**config.mk**
```make
export PLATFORM = sky130hd
export DESIGN_NAME = piso_serializer
export DESIGN_NICKNAME = d
export VERILOG_FILES = /design/src/rtl/piso_pkg.sv /design/src/rtl/piso_shift_reg.sv /design/src/rtl/piso_serializer.sv
export SDC_FILE = /design/constraint.sdc
export NUM_CORES = 1
export LEC_CHECK = 0
export BUFFER_PORTS_ARGS = -buffer_cell sky130_fd_sc_hd__buf_2
export CAP_MARGIN = 25
export CORE_AREA = 2 2 39 41
export CTS_BUF_LIST = sky130_fd_sc_hd__clkbuf_4 sky130_fd_sc_hd__clkbuf_8
export DETAILED_ROUTE_END_ITERATION = 8
export DIE_AREA = 0 0 41 43
export PLACE_DENSITY = 0.73
export SLEW_MARGIN = 20
export SYNTH_ARGS = -nofsm -noshare
export SYNTH_HDL_FRONTEND = slang
export SYNTH_SLANG_ARGS = --single-unit
```
**constraint.sdc**
```tcl
create_clock -name CLK -period 2.2 [get_ports CLK]
set_input_delay 0.44 -clock CLK [delete_from_list [all_inputs] [get_ports CLK]]
set_output_delay 0.44 -clock CLK [all_outputs]
set_load 0.02 [all_outputs]
```
**src/rtl/piso_pkg.sv**
```systemverilog
// Shared types and helpers for the parallel-in/serial-out serializer.
// Holds the FSM state encoding and the bit-counter width helper.
package piso_pkg;

    typedef enum logic {
        IDLE  = 1'b0,
        SHIFT = 1'b1
    } state_t;

    // Counter must reach WIDTH when the parity bit is appended.
    function automatic int cnt_width(input int width);
        return $clog2(width + 1);
    endfunction

endpackage

```
**src/rtl/piso_shift_reg.sv**
```systemverilog
// Shift register with parallel load, shifting toward the serial output end.
// Ports: clk_i, rst_ni (async low), load_i, shift_i, d_i[WIDTH], ser_o.
module piso_shift_reg #(
    parameter int WIDTH     = 8,
    parameter bit MSB_FIRST = 1'b1
) (
    input  logic             clk_i,
    input  logic             rst_ni,
    input  logic             load_i,
    input  logic             shift_i,
    input  logic [WIDTH-1:0] d_i,
    output logic             ser_o
);

    logic [WIDTH-1:0] sreg_q;
    logic [WIDTH-1:0] sreg_d;
    logic [WIDTH-1:0] shifted;

    // Vacated bit at the far end fills with zero.
    generate
        if (MSB_FIRST) begin : g_msb
            assign shifted = {sreg_q[WIDTH-2:0], 1'b0};
            assign ser_o   = sreg_q[WIDTH-1];
        end else begin : g_lsb
            assign shifted = {1'b0, sreg_q[WIDTH-1:1]};
            assign ser_o   = sreg_q[0];
        end
    endgenerate

    // Two-level mux: load has priority over shift, otherwise hold.
    always_comb begin
        sreg_d = sreg_q;
        if (load_i) begin
            sreg_d = d_i;
        end else if (shift_i) begin
            sreg_d = shifted;
        end
    end

    always_ff @(posedge clk_i or negedge rst_ni) begin
        if (!rst_ni) begin
            sreg_q <= '0;
        end else begin
            sreg_q <= sreg_d;
        end
    end

endmodule

```
**src/rtl/piso_serializer.sv**
```systemverilog
// Parametrised PISO serializer with valid/ready input and valid/last output.
// Ports: CLK, ASYNCRESETN, PI, PI_VALID, PI_READY, CE, O, O_VALID, LAST.
// Optional macro PISO_PARITY_EN appends an even-parity bit to each frame.
module piso_serializer
    import piso_pkg::*;
#(
    parameter int WIDTH     = 8,
    parameter bit MSB_FIRST = 1'b1
) (
    input  logic             CLK,
    input  logic             ASYNCRESETN,
    input  logic [WIDTH-1:0] PI,
    input  logic             PI_VALID,
    output logic             PI_READY,
    input  logic             CE,
    output logic             O,
    output logic             O_VALID,
    output logic             LAST
);

    localparam int CW = cnt_width(WIDTH);
`ifdef PISO_PARITY_EN
    localparam int FRAME = WIDTH + 1;
`else
    localparam int FRAME = WIDTH;
`endif
    localparam logic [CW-1:0] LAST_CNT = CW'(FRAME - 1);

    state_t        state_q;
    state_t        state_d;
    logic [CW-1:0] cnt_q;
    logic [CW-1:0] cnt_d;

    logic in_shift;
    logic last_bit;
    logic accept;
    logic advance;
    logic data_bit;

    assign in_shift = (state_q == SHIFT);
    assign last_bit = in_shift && (cnt_q == LAST_CNT);
    assign PI_READY = (state_q == IDLE) || (last_bit && CE);
    assign accept   = PI_VALID && PI_READY;
    assign advance  = in_shift && CE && !last_bit;

    piso_shift_reg #(
        .WIDTH    (WIDTH),
        .MSB_FIRST(MSB_FIRST)
    ) u_sreg (
        .clk_i  (CLK),
        .rst_ni (ASYNCRESETN),
        .load_i (accept),
        .shift_i(advance),
        .d_i    (PI),
        .ser_o  (data_bit)
    );

    always_comb begin
        state_d = state_q;
        cnt_d   = cnt_q;
        if (accept) begin
            state_d = SHIFT;
            cnt_d   = '0;
        end else if (advance) begin
            cnt_d = cnt_q + CW'(1);
        end else if (last_bit && CE) begin
            state_d = IDLE;
            cnt_d   = '0;
        end
    end

    always_ff @(posedge CLK or negedge ASYNCRESETN) begin
        if (!ASYNCRESETN) begin
            state_q <= IDLE;
            cnt_q   <= '0;
        end else begin
            state_q <= state_d;
            cnt_q   <= cnt_d;
        end
    end

`ifdef PISO_PARITY_EN
    logic parity_q;

    always_ff @(posedge CLK or negedge ASYNCRESETN) begin
        if (!ASYNCRESETN) begin
            parity_q <= 1'b0;
        end else if (accept) begin
            parity_q <= ^PI;
        end
    end

    // Count WIDTH is the slot after all data bits: emit parity there.
    assign O = (cnt_q == CW'(WIDTH)) ? parity_q : data_bit;
`else
    assign O = data_bit;
`endif

    assign O_VALID = in_shift;
    assign LAST    = last_bit;

endmodule

```
After elaboration in Yosys (flattened, before gate mapping) --
Cells that the tools add are included. W data, S select, Z words.
Word-level totals: register bits 13, bits of input ports 12, output and inout bits 4, word-level logic and storage cells 26
Operators by class: $add $sub $neg 1, eq/ne operators 2, mux-type cells 8, bitwise operators 1, reduce and logical (&&, ||, !) cells 11
Operators with widths (count):
- $mux W8 | 2
- $mux W4 | 3
- $logic_and A1 B1 Y1 | 5
- $add A4 B1 Y4 const B | 1
- $eq A4 B3 Y1 const B | 1
- $reduce_bool A2 Y1 | 2
- $mux W1 | 3
- $reduce_bool A3 Y1 | 1
- $ne A2 B2 Y1 const B | 1
- $reduce_and A2 Y1 | 1
- $logic_not A1 Y1 | 1
- $logic_or A1 B1 Y1 | 1
- $not A1 Y1 | 1

Longest topological paths before layout --
depth in word-level cells 7, depth in mapped cells 5, depth with buffers taken out 4

Cells and area by module --
A second synthesis with hierarchy kept.
Unflattened totals: cell total of the unflattened synthesis 60, area, all modules 636.9 µm²
By module, submodules not included:
- piso_shift_reg | instances 1, cells each 34, area each 369.1 µm², seq. area each 200.2 µm²
- piso_serializer | instances 1, cells each 26, area each 267.8 µm², seq. area each 125.1 µm²

Least setup slack after synthesis --
No wires, ideal clock.
kind register to output, start reg cnt_q[0], end out LAST, arrival time 1.167 ns, data required time 1.760 ns, path slack 0.593 ns, cell stages (with the launch flop) 5, buffers on the path 1, cells stage by stage dfrtp_1 -> ha_1 -> and3b_1 -> buf_2 -> and2_1
On the way: word-level cells in the longest chain between the ends 2
RTL lines:
- start, declared | RTL line piso_serializer.sv:31 | logic [CW-1:0] cnt_q;
- start signal, assigned | RTL line piso_serializer.sv:78 | cnt_q <= cnt_d;
- $eq A4 B3 Y1 | RTL line piso_serializer.sv:41 | assign last_bit = in_shift && (cnt_q == LAST_CNT);
- $logic_and A1 B1 Y1 | RTL line piso_serializer.sv:41
- end, declared | RTL line piso_serializer.sv:18 | output logic LAST
Every way passes these cells.

Worst setup path in the final report --
Same ends and word-level chain as after synthesis.

==> reports/qor.csv <==
stage;metric;value;unit
logic_synthesis;number of synthesized register bits;13;
place;Inst Count DP;82;
floorplan;chip width;41;um
sta;slew margin rel.;74.2;%
setup_path;CP Data Required Time;1.76;ns
sta;Final min period;2.01;ns
cts;H-tree Lvls;1;
hold_path;Hold WC Path Type;input port to asynchronous set/reset pin;
cts;Hold Buf Count CTS;0;
sta;worst-margin pin slew;0.376;ns
run_status;status;finished clean;
route;per-cell routed wire length;13.0;um
global_route;grt total ovfl;0;
sta;clock skew;0.00799;ns
global_route;aggregate global-route resource usage;16.6;%
setup_path;R2R Path Start;cnt_q[0];
cts;insertion delay to the later sink of the worst-skew pair;0.27;ns
setup_path;CP arrival;1.57;ns
sta;fmax;498;MHz
place;HPWL after DPL;817;um
cells_and_area;# diodes;0;
place;gp weighted congestion;0.705;
pwr;Power Density;1040;nW/um^2
cts;clock root cell;clkbuf_4;
route;First-pass DRT Iterations;4;
sta;Setup TNS Final;0;ns
logic_synthesis;count of unique library cells instantiated by Yosys;20;
pwr;Max VDD drop;516;uV
cells_and_area;final std cells w/o fill;86;
place;IO buf count;15;
cells_and_area;Core Util, Final;53.9;%
logic_synthesis;net count after synthesis;66;
floorplan;placement row count;14;
cells_and_area;Design Area, Final;746;um^2
sta;crit share post-route;91.3;%
cts;Sink Count;13;
route;Residual DRC;0;
setup_path;CP max FO;11;
route;vias;465;
sta;count of final setup violators;0;
global_route;met1 Resource Use GR;19.9;%
setup_path;max incr delay on CP;0.39;ns
cts;cts bufs inserted;3;
cts;post-CTS setup buffers;0;
cts;CTS tree;done;
route;DR vias/cell;5.41;
route;Detail Route Antenna Nets;0;
cells_and_area;fin nets;84;
setup_path;crit end category;output pin;
floorplan;Die Height;43;um
cts;post-CTS sizing;0;
floorplan;Initial Utilization;46.2;%
logic_synthesis;YS warnings;0;
flow_run;max cap viols;0;
setup_path;Crit Path Class;register to output pin;
logic_synthesis;register area share after synthesis;50.9;%
setup_path;reg2reg path depth;4;
sta;Final Hold Fails;0;
setup_path;FF-to-FF End;u_sreg.sreg_q[3];
sta;Max Slew Vio Count;0;
route;drt total wl;1120;um
cts;Worst-path clk slew;0.09;ns
logic_synthesis;mapped cell area;639;um^2
floorplan;core area;1380;um^2
cells_and_area;most frequent cells in the layout;15 x buf_2, 13 x dfrtp_1, 7 x nor3b_1, 7 x a221o_1, 4 x nand2_1;
cells_and_area;layout cell share with drive strength beyond 1;31.4;%
global_route;vias in the first global route;475;
global_route;first-pass GRT wire length;1950;um
logic_synthesis;Syn Area/Cell;12.1;um^2
route;initial DRC count;2;
setup_path;Worst Setup Start Kind;register;
global_route;routing usage on met2;25.0;%
cts;CTS max path bufs;2;
logic_synthesis;Mapped Cells;53;
pwr;P_leak;0.370;nW
cells_and_area;commonest non-fill, non-tap cell in the layout;buf_2;
setup_path;crit-path cells;ha_1 > and3b_1 > and2_1 > buf_2;
floorplan;io pins;16;
place;placed cell area;718;um^2
pwr;Tot Pwr;0.779;mW
global_route;met3 Usage GRT;3.14;%
global_route;largest net degree at the start of global routing;14;
global_route;GR peak layer;met2;
setup_path;crit path max-delay cell type;dfrtp_1;
sta;RSZ-0062 raised after global routing;false;
cells_and_area;Layout area overhead;16.6;%
setup_path;FF-to-FF setup slack;0.52;ns
floorplan;die area;1760;um^2
global_route;initial antenna violation count;0;
[flip-flops by register name, indices dropped and copies added, names as in the netlist]
register / flops
cnt_q: 4
u_sreg.sreg_q: 8
O_VALID: 1
[area by class of cell]
| type | instances | area, um^2 |
|---|---|---|
| fill | 129 | 638 |
| tap | 16 | 20.0 |
| timing repair buffer | 15 | 75.1 |
| sequential | 13 | 325 |
| inverter | 2 | 7.51 |
| multi-input combinational | 36 | 290 |
| clock buffer | 3 | 22.5 |
| clock inverter | 1 | 5.00 |
[per-layer routing]
| metal | up-vias | wire, um |
|---|---|---|
| met5 | - | 0 |
| met4 | 0 | 19 |
| met3 | 2 | 46 |
| met2 | 8 | 541 |
| met1 | 221 | 508 |
| li1 | 234 | - |
[cell usage after synthesis]
cell type | count | area [um^2]
a21o_4 | 1 | 15.0
a21oi_2 | 1 | 8.76
a221o_1 | 7 | 70.1
a22o_1 | 3 | 26.3
and2_1 | 1 | 6.26
and3b_1 | 1 | 8.76
buf_2 | 1 | 5.00
buf_6 | 1 | 11.3
dfrtp_1 | 13 | 325
ha_1 | 1 | 12.5
inv_1 | 2 | 7.51
mux2_2 | 1 | 11.3
mux2i_1 | 2 | 20.0
nand2_1 | 4 | 15.0
nand3_1 | 1 | 5.00
nand4b_1 | 1 | 8.76
nor2_1 | 2 | 7.51
nor3b_1 | 7 | 52.6
o21ai_0 | 1 | 5.00
xnor2_1 | 2 | 17.5
[cells by family after synthesis]
family / after synthesis / share of synthesized area [%]
compound gates: 13 / 19.6
simple gates: 17 / 16.2
buf+inv: 4 / 3.72
flops: 13 / 50.9
mux: 3 / 4.89
xor+xnor: 2 / 2.74
fa+ha+maj: 1 / 1.96
[stage by stage]
step	hold WS (ns)	worst slack (ns)
final	0.0305	0.192
after CTS	0.0334	0.172
after global routing	0.0516	0.0606
after floorplan	0.144	0.593
after global placement	0.338	0.516
after detailed placement	0.344	0.491
[where the power goes]
group / total, mW / leakage, nW / switching [mW] / internal (mW)
clock: 0.148 / 0.0177 / 0.0805 / 0.0673
combinational: 0.254 / 0.186 / 0.112 / 0.142
sequential: 0.377 / 0.167 / 0.0581 / 0.319
total: 0.779 / 0.370 / 0.251 / 0.528
[how the worst max path moves through the flow]
stage                         from  endpoint  slack, ns  cells after the start
after global routing      cnt_q[0]      LAST       0.06                      4
after global placement    cnt_q[0]      LAST       0.52                      4
after detailed placement  cnt_q[0]      LAST       0.49                      4
after floorplan           cnt_q[0]      LAST       0.59                      4
after CTS                 cnt_q[0]      LAST       0.17                      4
final                     cnt_q[0]      LAST       0.19                      4
[worst max-delay path: cells and delay by family (launching register included)]
family | cells | cell delay [ns]
buffers and inverters | 1 | 0.15
AND/OR/NAND/NOR | 2 | 0.56
adder cells (fa/ha/maj) | 1 | 0.19
flip-flops | 1 | 0.39
Power figures use the tool's default switching activity.
